[config.mk]
export PLATFORM = sky130hd
export DESIGN_NAME = line_overlay
export DESIGN_NICKNAME = d
export VERILOG_FILES = /design/src/rtl/hough_pkg.sv /design/src/rtl/line_eval.sv /design/src/rtl/line_overlay.sv
export SDC_FILE = /design/constraint.sdc
export NUM_CORES = 2
export LEC_CHECK = 0
export CORE_MARGIN = 2
export CORE_UTILIZATION = 38
export DETAILED_ROUTE_END_ITERATION = 10
export PLACE_DENSITY_LB_ADDON = 0.1
export SETUP_SLACK_MARGIN = 0.2
export SLEW_MARGIN = 10
export SYNTH_ARGS = -nofsm -noshare
export SYNTH_HDL_FRONTEND = slang
export SYNTH_SLANG_ARGS = --single-unit
[constraint.sdc]
create_clock -name Clk -period 7.8 [get_ports Clk]
set_clock_uncertainty 0.05 [all_clocks]
set_input_delay 0.78 -clock Clk [delete_from_list [all_inputs] [get_ports Clk]]
set_output_delay 0.78 -clock Clk [all_outputs]
set_load 0.01 [all_outputs]
[src/rtl/hough_pkg.sv]
// Shared types, constants and width helpers for the Hough pixel pipeline overlay stages.
package hough_pkg;

   localparam int LINE_OVL_LATENCY = 3;

   localparam int DEF_PIX_W   = 8;
   localparam int DEF_COORD_W = 10;
   localparam int DEF_FRAC_W  = 4;
   localparam int DEF_THICK_W = 3;

   function automatic int slope_w(input int coord_w, input int frac_w);
      return coord_w + frac_w + 1;
   endfunction

   // Full-precision m*x: signed slope times zero-extended (hence +1) coordinate.
   function automatic int prod_w(input int coord_w, input int frac_w);
      return slope_w(coord_w, frac_w) + coord_w + 1;
   endfunction

   function automatic int idx_w(input int n);
      return (n > 1) ? $clog2(n) : 1;
   endfunction

   typedef struct packed {
      logic                                           en;
      logic signed [slope_w(DEF_COORD_W, DEF_FRAC_W)-1:0] m;
      logic signed [DEF_COORD_W:0]                    c;
      logic [DEF_THICK_W-1:0]                         tol;
      logic [DEF_PIX_W-1:0]                           colour;
   } line_cfg_t;

endpackage

[src/rtl/line_eval.sv]
// One overlay line channel: registers m*x (stage 2), then floors, adds c and
// compares |y - yl| against the thickness tolerance (stage 3, combinational hit).
module line_eval
   import hough_pkg::*;
#(
   parameter int COORD_W = DEF_COORD_W,
   parameter int FRAC_W  = DEF_FRAC_W,
   parameter int THICK_W = DEF_THICK_W,
   localparam int M_W    = slope_w(COORD_W, FRAC_W),
   localparam int P_W    = prod_w(COORD_W, FRAC_W)
) (
   input  logic               Clk,
   input  logic               nReset,
   input  logic               en,
   input  logic [M_W-1:0]     m,
   input  logic [COORD_W:0]   c,
   input  logic [THICK_W-1:0] tol,
   input  logic [COORD_W-1:0] x,
   input  logic [COORD_W-1:0] y,
   output logic               hit
);

   localparam int E_W = P_W + 2;

   logic signed [P_W-1:0]   prod_q;
   logic signed [COORD_W:0] c_q;
   logic [COORD_W-1:0]      y_q;
   logic [THICK_W-1:0]      tol_q;
   logic                    en_q;
   logic signed [E_W-1:0]   yl, dy, ady;

   // c/tol/en travel with the product so a commit cannot split a beat across two sets.
   always_ff @(posedge Clk or negedge nReset) begin
      if (!nReset) begin
         prod_q <= '0;
         c_q    <= '0;
         y_q    <= '0;
         tol_q  <= '0;
         en_q   <= 1'b0;
      end else begin
         prod_q <= P_W'($signed(m)) * P_W'($signed({1'b0, x}));
         c_q    <= c;
         y_q    <= y;
         tol_q  <= tol;
         en_q   <= en;
      end
   end

   always_comb begin
      yl  = E_W'(prod_q >>> FRAC_W) + E_W'(c_q);
      dy  = E_W'($signed({1'b0, y_q})) - yl;
      ady = dy[E_W-1] ? -dy : dy;
      hit = en_q && (ady <= E_W'($signed({1'b0, tol_q})));
   end

endmodule

[src/rtl/line_overlay.sv]
// Line-drawing overlay: raster coordinate tracking, shadow/active line config
// committed on FrameIn, NLINES line channels and a lowest-index-wins colour mux.
module line_overlay
   import hough_pkg::*;
#(
   parameter int PIX_W   = DEF_PIX_W,
   parameter int COORD_W = DEF_COORD_W,
   parameter int NLINES  = 4,
   parameter int FRAC_W  = DEF_FRAC_W,
   parameter int THICK_W = DEF_THICK_W,
   localparam int M_W    = slope_w(COORD_W, FRAC_W),
   localparam int IDX_W  = idx_w(NLINES)
) (
   input  logic               Clk,
   input  logic               nReset,
   input  logic               ValidIn,
   input  logic [PIX_W-1:0]   PixelIn,
   input  logic               FrameIn,
   input  logic               LineIn,
   output logic               ValidOut,
   output logic [PIX_W-1:0]   PixelOut,
   output logic               FrameOut,
   output logic               LineOut,
   input  logic               CfgValid,
   output logic               CfgReady,
   input  logic [IDX_W-1:0]   CfgIdx,
   input  logic               CfgEn,
   input  logic [M_W-1:0]     CfgM,
   input  logic [COORD_W:0]   CfgC,
   input  logic [THICK_W-1:0] CfgTol,
   input  logic [PIX_W-1:0]   CfgColour
);

   localparam int                 LAT       = LINE_OVL_LATENCY;
   localparam logic [COORD_W-1:0] COORD_MAX = '1;

   logic                cfg_ready_q, cfg_wr, commit;
   logic [NLINES-1:0]   sh_en, act_en, hit;
   logic [M_W-1:0]      sh_m [NLINES];
   logic [M_W-1:0]      act_m [NLINES];
   logic [COORD_W:0]    sh_c [NLINES];
   logic [COORD_W:0]    act_c [NLINES];
   logic [THICK_W-1:0]  sh_tol [NLINES];
   logic [THICK_W-1:0]  act_tol [NLINES];
   logic [PIX_W-1:0]    sh_col [NLINES];
   logic [PIX_W-1:0]    act_col [NLINES];
   logic [PIX_W-1:0]    col2_q [NLINES];
   logic [COORD_W-1:0]  x_q, y_q, x_d, y_d;
   logic [PIX_W-1:0]    pix1_q, pix2_q, pix_mux;
   logic [2:0]          ctl_q [LAT];

   assign cfg_wr   = CfgValid && cfg_ready_q && (32'(CfgIdx) < NLINES);
   assign commit   = ValidIn && FrameIn;
   assign CfgReady = cfg_ready_q;
   assign ValidOut = ctl_q[LAT-1][2];
   assign FrameOut = ctl_q[LAT-1][1];
   assign LineOut  = ctl_q[LAT-1][0];

   always_comb begin
      x_d = x_q;
      y_d = y_q;
      if (ValidIn) begin
         if (FrameIn) begin
            x_d = '0;
            y_d = '0;
         end else if (LineIn) begin
            x_d = '0;
            if (y_q != COORD_MAX) y_d = y_q + 1'b1;
         end else if (x_q != COORD_MAX) begin
            x_d = x_q + 1'b1;
         end
      end
   end

   // Commit samples the shadow before this cycle's write lands in it.
   always_ff @(posedge Clk or negedge nReset) begin
      if (!nReset) begin
         cfg_ready_q <= 1'b0;
         sh_en       <= '0;
         act_en      <= '0;
         for (int i = 0; i < NLINES; i++) begin
            sh_m[i]    <= '0;
            act_m[i]   <= '0;
            sh_c[i]    <= '0;
            act_c[i]   <= '0;
            sh_tol[i]  <= '0;
            act_tol[i] <= '0;
            sh_col[i]  <= '0;
            act_col[i] <= '0;
         end
      end else begin
         cfg_ready_q <= 1'b1;
         if (commit) begin
            act_en  <= sh_en;
            act_m   <= sh_m;
            act_c   <= sh_c;
            act_tol <= sh_tol;
            act_col <= sh_col;
         end
         if (cfg_wr) begin
            sh_en[CfgIdx]  <= CfgEn;
            sh_m[CfgIdx]   <= CfgM;
            sh_c[CfgIdx]   <= CfgC;
            sh_tol[CfgIdx] <= CfgTol;
            sh_col[CfgIdx] <= CfgColour;
         end
      end
   end

   always_ff @(posedge Clk or negedge nReset) begin
      if (!nReset) begin
         x_q      <= '0;
         y_q      <= '0;
         pix1_q   <= '0;
         pix2_q   <= '0;
         PixelOut <= '0;
         for (int i = 0; i < LAT; i++) ctl_q[i] <= '0;
         for (int i = 0; i < NLINES; i++) col2_q[i] <= '0;
      end else begin
         x_q      <= x_d;
         y_q      <= y_d;
         pix1_q   <= PixelIn;
         pix2_q   <= pix1_q;
         ctl_q[0] <= {ValidIn, ValidIn && FrameIn, ValidIn && LineIn};
         for (int i = 1; i < LAT; i++) ctl_q[i] <= ctl_q[i-1];
         col2_q   <= act_col;
         PixelOut <= ctl_q[LAT-2][2] ? pix_mux : '0;
      end
   end

   always_comb begin
      pix_mux = pix2_q;
      for (int i = NLINES - 1; i >= 0; i--) begin
         if (hit[i]) pix_mux = col2_q[i];
      end
   end

   for (genvar g = 0; g < NLINES; g++) begin : g_line
      line_eval #(
         .COORD_W (COORD_W),
         .FRAC_W  (FRAC_W),
         .THICK_W (THICK_W)
      ) u_eval (
         .Clk    (Clk),
         .nReset (nReset),
         .en     (act_en[g]),
         .m      (act_m[g]),
         .c      (act_c[g]),
         .tol    (act_tol[g]),
         .x      (x_q),
         .y      (y_q),
         .hit    (hit[g])
      );
   end

endmodule

== After elaboration in Yosys (flattened, before gate mapping) ==
Cells that the tools add are included.
Storage, ports and cells
  register bits: 564
  word-level logic and storage cells: 137
  output and inout port bits: 12
  input bits: 54
Operators by class
  equal/unequal tests: 2
  reduce and logical (&&, ||, !) cells: 14
  magnitude comparators: 8
  muxes and demuxes: 30
  add/subtract/negate cells: 14
  bitwise logic cells: 1
  multiply operators: 4
Operators by type and width (count)
  <= comparator 28 x 4 -> 1 bit: 4
  2-to-1 mux 28 bit: 4
  negator 28 bit: 4
  subtractor 11 x 28 -> 28 bit: 4
  multiplier 15 x 11 -> 26 bit: 4
  adder 22 x 11 -> 23 bit: 4
  bitwise mux 60 bit: 1
  2-to-1 mux 10 bit: 6
  2-to-1 mux 8 bit: 6
  bitwise mux 44 bit: 1
  bitwise mux 32 bit: 1
  demux 15 bit (select 2 bit): 1
  demux 11 bit (select 2 bit): 1
  adder 10 x 1 -> 10 bit (second input constant): 2
  != test 10 bit (second input constant): 2
  demux 8 bit (select 2 bit): 1
  2-to-1 mux 15 bit: 1
  bitwise mux 12 bit: 1
  2-to-1 mux 11 bit: 1
  logical AND 1 bit: 9
  demux 3 bit (select 2 bit): 1
  bitwise mux 4 bit: 1
  nonzero test 2 bit: 2
  greater-or-equal comparator 3 bit (second input constant): 1
  10 further kinds: 10

== Logic depth before layout (Yosys ltp) ==
  depth after elaboration: 11
  depth in mapped cells: 31
  mapped depth without buffers: 30

== Hierarchy ==
A second synthesis with hierarchy kept.
Unflattened totals
  cells, all modules: 5224
  area total of the unflattened synthesis: 53123.4 µm²
Modules (own cells, without submodules)
  line_overlay: times used 1, sequential area each 9759.4 µm², area an instance 14438.8 µm², cells an instance 900
  line_eval at g_line[0].u_eval: times used 1, sequential area each 1176.1 µm², area an instance 9913.3 µm², cells an instance 1106
  line_eval at g_line[3].u_eval: times used 1, sequential area each 1176.1 µm², area an instance 9648.0 µm², cells an instance 1083
  line_eval at g_line[1].u_eval: times used 1, sequential area each 1176.1 µm², area an instance 9615.5 µm², cells an instance 1076
  line_eval at g_line[2].u_eval: times used 1, sequential area each 1176.1 µm², area an instance 9507.9 µm², cells an instance 1059

== Worst setup path before layout ==
OpenSTA, ideal clock, no wires.
  path type: register -> register
  start point: register g_line[1].u_eval.c_q[0]
  end point: register PixelOut[5]
  setup slack: 1.499 ns
  cell stages (with the launch flop): 32
  arrival: 6.178 ns
  path buffers: 3
  clock period less this slack: 6.301 ns
  required time: 7.677 ns
  library setup time: 0.073 ns
  path through: dfrtp_1 > ha_1 > fa_1 > a21oi_1 > o21ai_1 > a2111oi_4 > nor2_1 > xnor2_1 > ha_1 > and2_1 > a22o_1 > a311o_1 > and4b_1 > nand3_1 > or4b_1 > buf_2 > o21bai_2 > nor2_1 > a21oi_1 > ha_1 > nor2b_1 > o21a_1 > o21ai_0 > o311a_1 > o221ai_1 > a221oi_1 > and4b_1 > buf_2 > and3_1 > buf_4 > a32oi_1 > a21oi_2
Between the ends
  longest elaborated chain between the ends: 9
RTL lines
  start, declared: RTL line line_eval.sv:26  | logic signed [COORD_W:0] c_q;
  start signal, assigned: RTL line line_eval.sv:36  | c_q <= '0;
  start signal, assigned: RTL line line_eval.sv:42  | c_q <= c;
  adder 22 x 11 -> 23 bit *: RTL line line_eval.sv:50  | yl = E_W'(prod_q >>> FRAC_W) + E_W'(c_q);
  subtractor 11 x 28 -> 28 bit *: RTL line line_eval.sv:51  | dy = E_W'($signed({1'b0, y_q})) - yl;
  negator 28 bit: RTL line line_eval.sv:52  | ady = dy[E_W-1] ? -dy : dy;
  2-to-1 mux 28 bit *: RTL line line_eval.sv:52
  <= comparator 28 x 4 -> 1 bit *: RTL line line_eval.sv:53  | hit = en_q && (ady <= E_W'($signed({1'b0, tol_q})));
  logical AND 1 bit *: RTL line line_eval.sv:53
  2-to-1 mux 8 bit * (2 in a row): RTL line line_overlay.sv:134  | if (hit[i]) pix_mux = col2_q[i];
  2-to-1 mux 8 bit *: RTL line line_overlay.sv:127  | PixelOut <= ctl_q[LAT-2][2] ? pix_mux : '0;
  end signal, assigned: RTL line line_overlay.sv:127
  end, declared: RTL line line_overlay.sv:21  | output logic [PIX_W-1:0] PixelOut,
Mark *: on every way between the ends. The rest lies on a longest branch, timed or not.
A chain may end at the register's enable or synchronous reset.

== Worst setup path after layout ==
  start point: register g_line[1].u_eval.c_q[0]
  end point: register PixelOut[3]
The elaborated chain is that of the path after synthesis.

==> impl_metrics.csv <==
group,metric,value,unit
min_path,hold_path_class,"input pin to async pin",
clocking,clk_latency,0.68,ns
critical_path,crit_buf_inv,0,
critical_path,path_class,"flop to flop",
critical_path,cp-end-kind,"flop",
sta,tns,0,ns
sta,period_minus_slack,7.055,ns
sta,relSlewSlack,26.19,%
critical_path,worstPathMaxFanout,9,
global_routing,grt_max_degree,140,
finish,diodes,0,
route,drc,0,
logic_synthesis,yosysWarnings,0,
route,drt_wl_total,135500,um
finish,fin_area,56720,um2
clocking,cts_sinks,548,
logic_synthesis,ys_top_cells_by_count,"865 x nand2_1, 688 x inv_1, 556 x fa_1, 548 x dfrtp_1, 370 x ha_1",
global_routing,grt_pass1_wl,218100,um
clocking,numCtsBuffers,69,
route,drt_iter0_drc,2265,
critical_path,required,8.35,ns
finish,nets,6423,
logic_synthesis,syn_area,51790,um2
global_routing,grt_pass1_vias,38330,
place,hpwl,104500,um
sta,finalHoldViolations,0,
clocking,clockBufferDepth,3,
critical_path,crit_path_end,"PixelOut[3]",
global_routing,antenna_found_initial,5,
finish,drive_gt1_share,7.736,%
die,boundaryPins,66,
place,numPortBuffers,65,
logic_synthesis,yosysSeqAreaShare,26.48,%
sta,setup_viol,0,
logic_synthesis,synth_async_sr_flop_share,100.0,%
critical_path,critPathLaunch,"g_line[1].u_eval.c_q[0]",
place,routabilityCongestion,0.8503,
sta,finalCritPeriodShare,90.44,%
logic_synthesis,ys.flop_type,"dfrtp_1",
logic_synthesis,yosysTopAreaCell,"dfrtp_1",
pwr,p_leak,25.78,nW
logic_synthesis,post_synth_inst_count,5468,
critical_path,reg2reg_to,"PixelOut[3]",
logic_synthesis,ys_types,115,
pwr,power_density,199.3,nW/um2
critical_path,path_delay_family,"compound AO/OA/AOI/OAI gates",
route,routedWlPerCell,18.63,um
die,rows,135,
finish,area_growth,9.509,%
route,via_per_inst,5.129,
logic_synthesis,synth_nets,6448,
route,vias,37310,
sta,rsz0062_at_grt,"false",
critical_path,cp.arrival,7.60,ns
run,cap_violations,0,
logic_synthesis,synth_top_area_share,26.48,%
critical_path,r2r-start,"g_line[1].u_eval.c_q[0]",
die,die_w,373.2,um
logic_synthesis,postSynthAreaPerCell,9.472,um2
place,place_area,54320,um2
route,first_pass_iters,5,
sta,worst_slew_pin_slew,1.101,ns
sta,slew_violations,0,
logic_synthesis,synth_area_leaders,"dfrtp_1 26%, fa_1 21%, ha_1 8.9%",
route,ant_nets,0,
global_routing,grtUsageTotal,19.75,%
logic_synthesis,ys_ff_latch,548,
critical_path,startpoint_type,"flop",
die,die_area,139300,um2
logic_synthesis,synth-edff-count,0,
clocking,root_buffer,"clkbuf_16",
sta,fmax,0.1418,GHz
critical_path,cpPeakStageDelay,0.72,ns
die,initial_core_util,38.28,%
clocking,cts.clk_slew.worst_paths,0.06,ns
critical_path,reg2regPathDepth,28,
status,status,"finished, final reports clean",
global_routing,grt_overflow_total,0,
pwr,peakVddDrop,0.0001459,V
clocking,h-tree-depth,3,
die,core_area,135300,um2
critical_path,cp.depth,28,
critical_path,cp_slowest_cell,"or4b_1",
critical_path,rrSetupSlack,0.75,ns
logic_synthesis,synth_most_common_cell,"nand2_1",
die,die_h,373.2,um
clocking,cts_tree,"built",
-- power by group --
group | leakage (nW) | switching [W] | internal, W
clock | 1.13 | 0.00140 | 0.00192
sequential | 6.92 | 0.000525 | 0.00334
combinational | 17.7 | 0.00246 | 0.00165
total | 25.8 | 0.00439 | 0.00691
-- cells in the final DEF, fill, tap and decap left out, types with 58 or more instances in the layout --
cell type        count
nand3_1             84
a21oi_1            154
fa_1               556
dfrtp_1            541
mux2_2             154
clkbuf_16           69
nand2_1            863
and2_1             368
inv_1              688
a21o_1              58
xnor2_1            166
nor3_1              83
xor2_1              67
ha_1               370
clkdlybuf4s50_1     64
o21ai_0            144
nor2_1             199
-- metal layers --
metal  wire, um  vias to the layer above  GRT usage (%)
met2      59090                      561          30.42
met4       3131                        2          5.123
met3       4865                      153          2.651
met1      68440                    18650          29.14
li1           -                    17940              -
met5          7                        -              0
-- timing repair --
item / in CTS / in global routing
gates resized for setup: 0 / 8
hold buffers: 0 / 0
setup buffers: 0 / 2
endpoints found under the setup margin: 0 / 12
-- area by class of cell --
class	instances	area, um2
fill	13280	78580
multi-input combinational	4012	34690
sequential	548	13720
inverter	689	2591
tap	1781	2228
clock buffer	89	1862
timing repair buffer	123	1129
clock inverter	33	489.2
-- worst min-delay path by stage --
stage	startpoint	to	slack (ns)	cells after the start
after global routing	nReset	col2_q[1]	0.12	1
final	nReset	sh_col[9]	0.08	1
after detailed placement	ctl_q[6]	ctl_q[3]	0.29	0
after CTS	nReset	pix1_q[0]	0.05	1
after floorplan	ctl_q[4]	FrameOut	0.28	0
after global placement	ctl_q[4]	FrameOut	0.28	0
-- per-stage QoR --
stage          instances  setup slack (ns)  utilization (%)  total power [W]  hold WS, ns
4_1_cts             7273            0.4728            41.89          0.01143      0.05248
6_report            7275            0.7453            41.92          0.01130      0.08463
3_3_place_gp        7151            0.5200            40.15         0.007980       0.2834
3_5_place_dp        7151            0.4616            40.15         0.008012       0.2862
5_1_grt             7275            0.2198            41.92          0.01212       0.1232
2_1_floorplan       5468             1.499                -         0.006802       0.2812
-- state kept, by name, summed over array words and instances (netlist names), 6 cells and up --
name                  count
act_m                    60
act_tol                  12
pix1_q                    8
act_col                  32
sh_c                     44
g_line.u_eval.prod_q     88
g_line.u_eval.y_q        10
g_line.u_eval.tol_q      12
act_c                    44
col2_q                   32
sh_tol                   12
ctl_q                     6
y_q                      10
g_line.u_eval.c_q        44
sh_col                   32
sh_m                     60
x_q                      10
pix2_q                    8
PixelOut                  8
-- worst register-to-register path: cells and delay by family, from the launching register on --
family	cells	cell delay (ns)
AOI/OAI and AO/OA	14	2.74
DFF	1	0.36
adders and majority gates	4	1.29
and+or+nand+nor	9	2.37
xor gates and xnor gates	1	0.14
-- cells by family after synthesis --
group,Yosys count,share of synthesized area (%)
AND/OR/NAND/NOR,1891,17.98
adder cells (fa/ha/maj),926,30.43
buffers and inverters,908,6.624
AO/OA/AOI/OAI,793,10.90
flip-flops,548,26.48
XOR/XNOR,235,4.003
multiplexers,166,3.580
other,1,0.007240
Note: power is estimated with default switching activity, not from simulation.
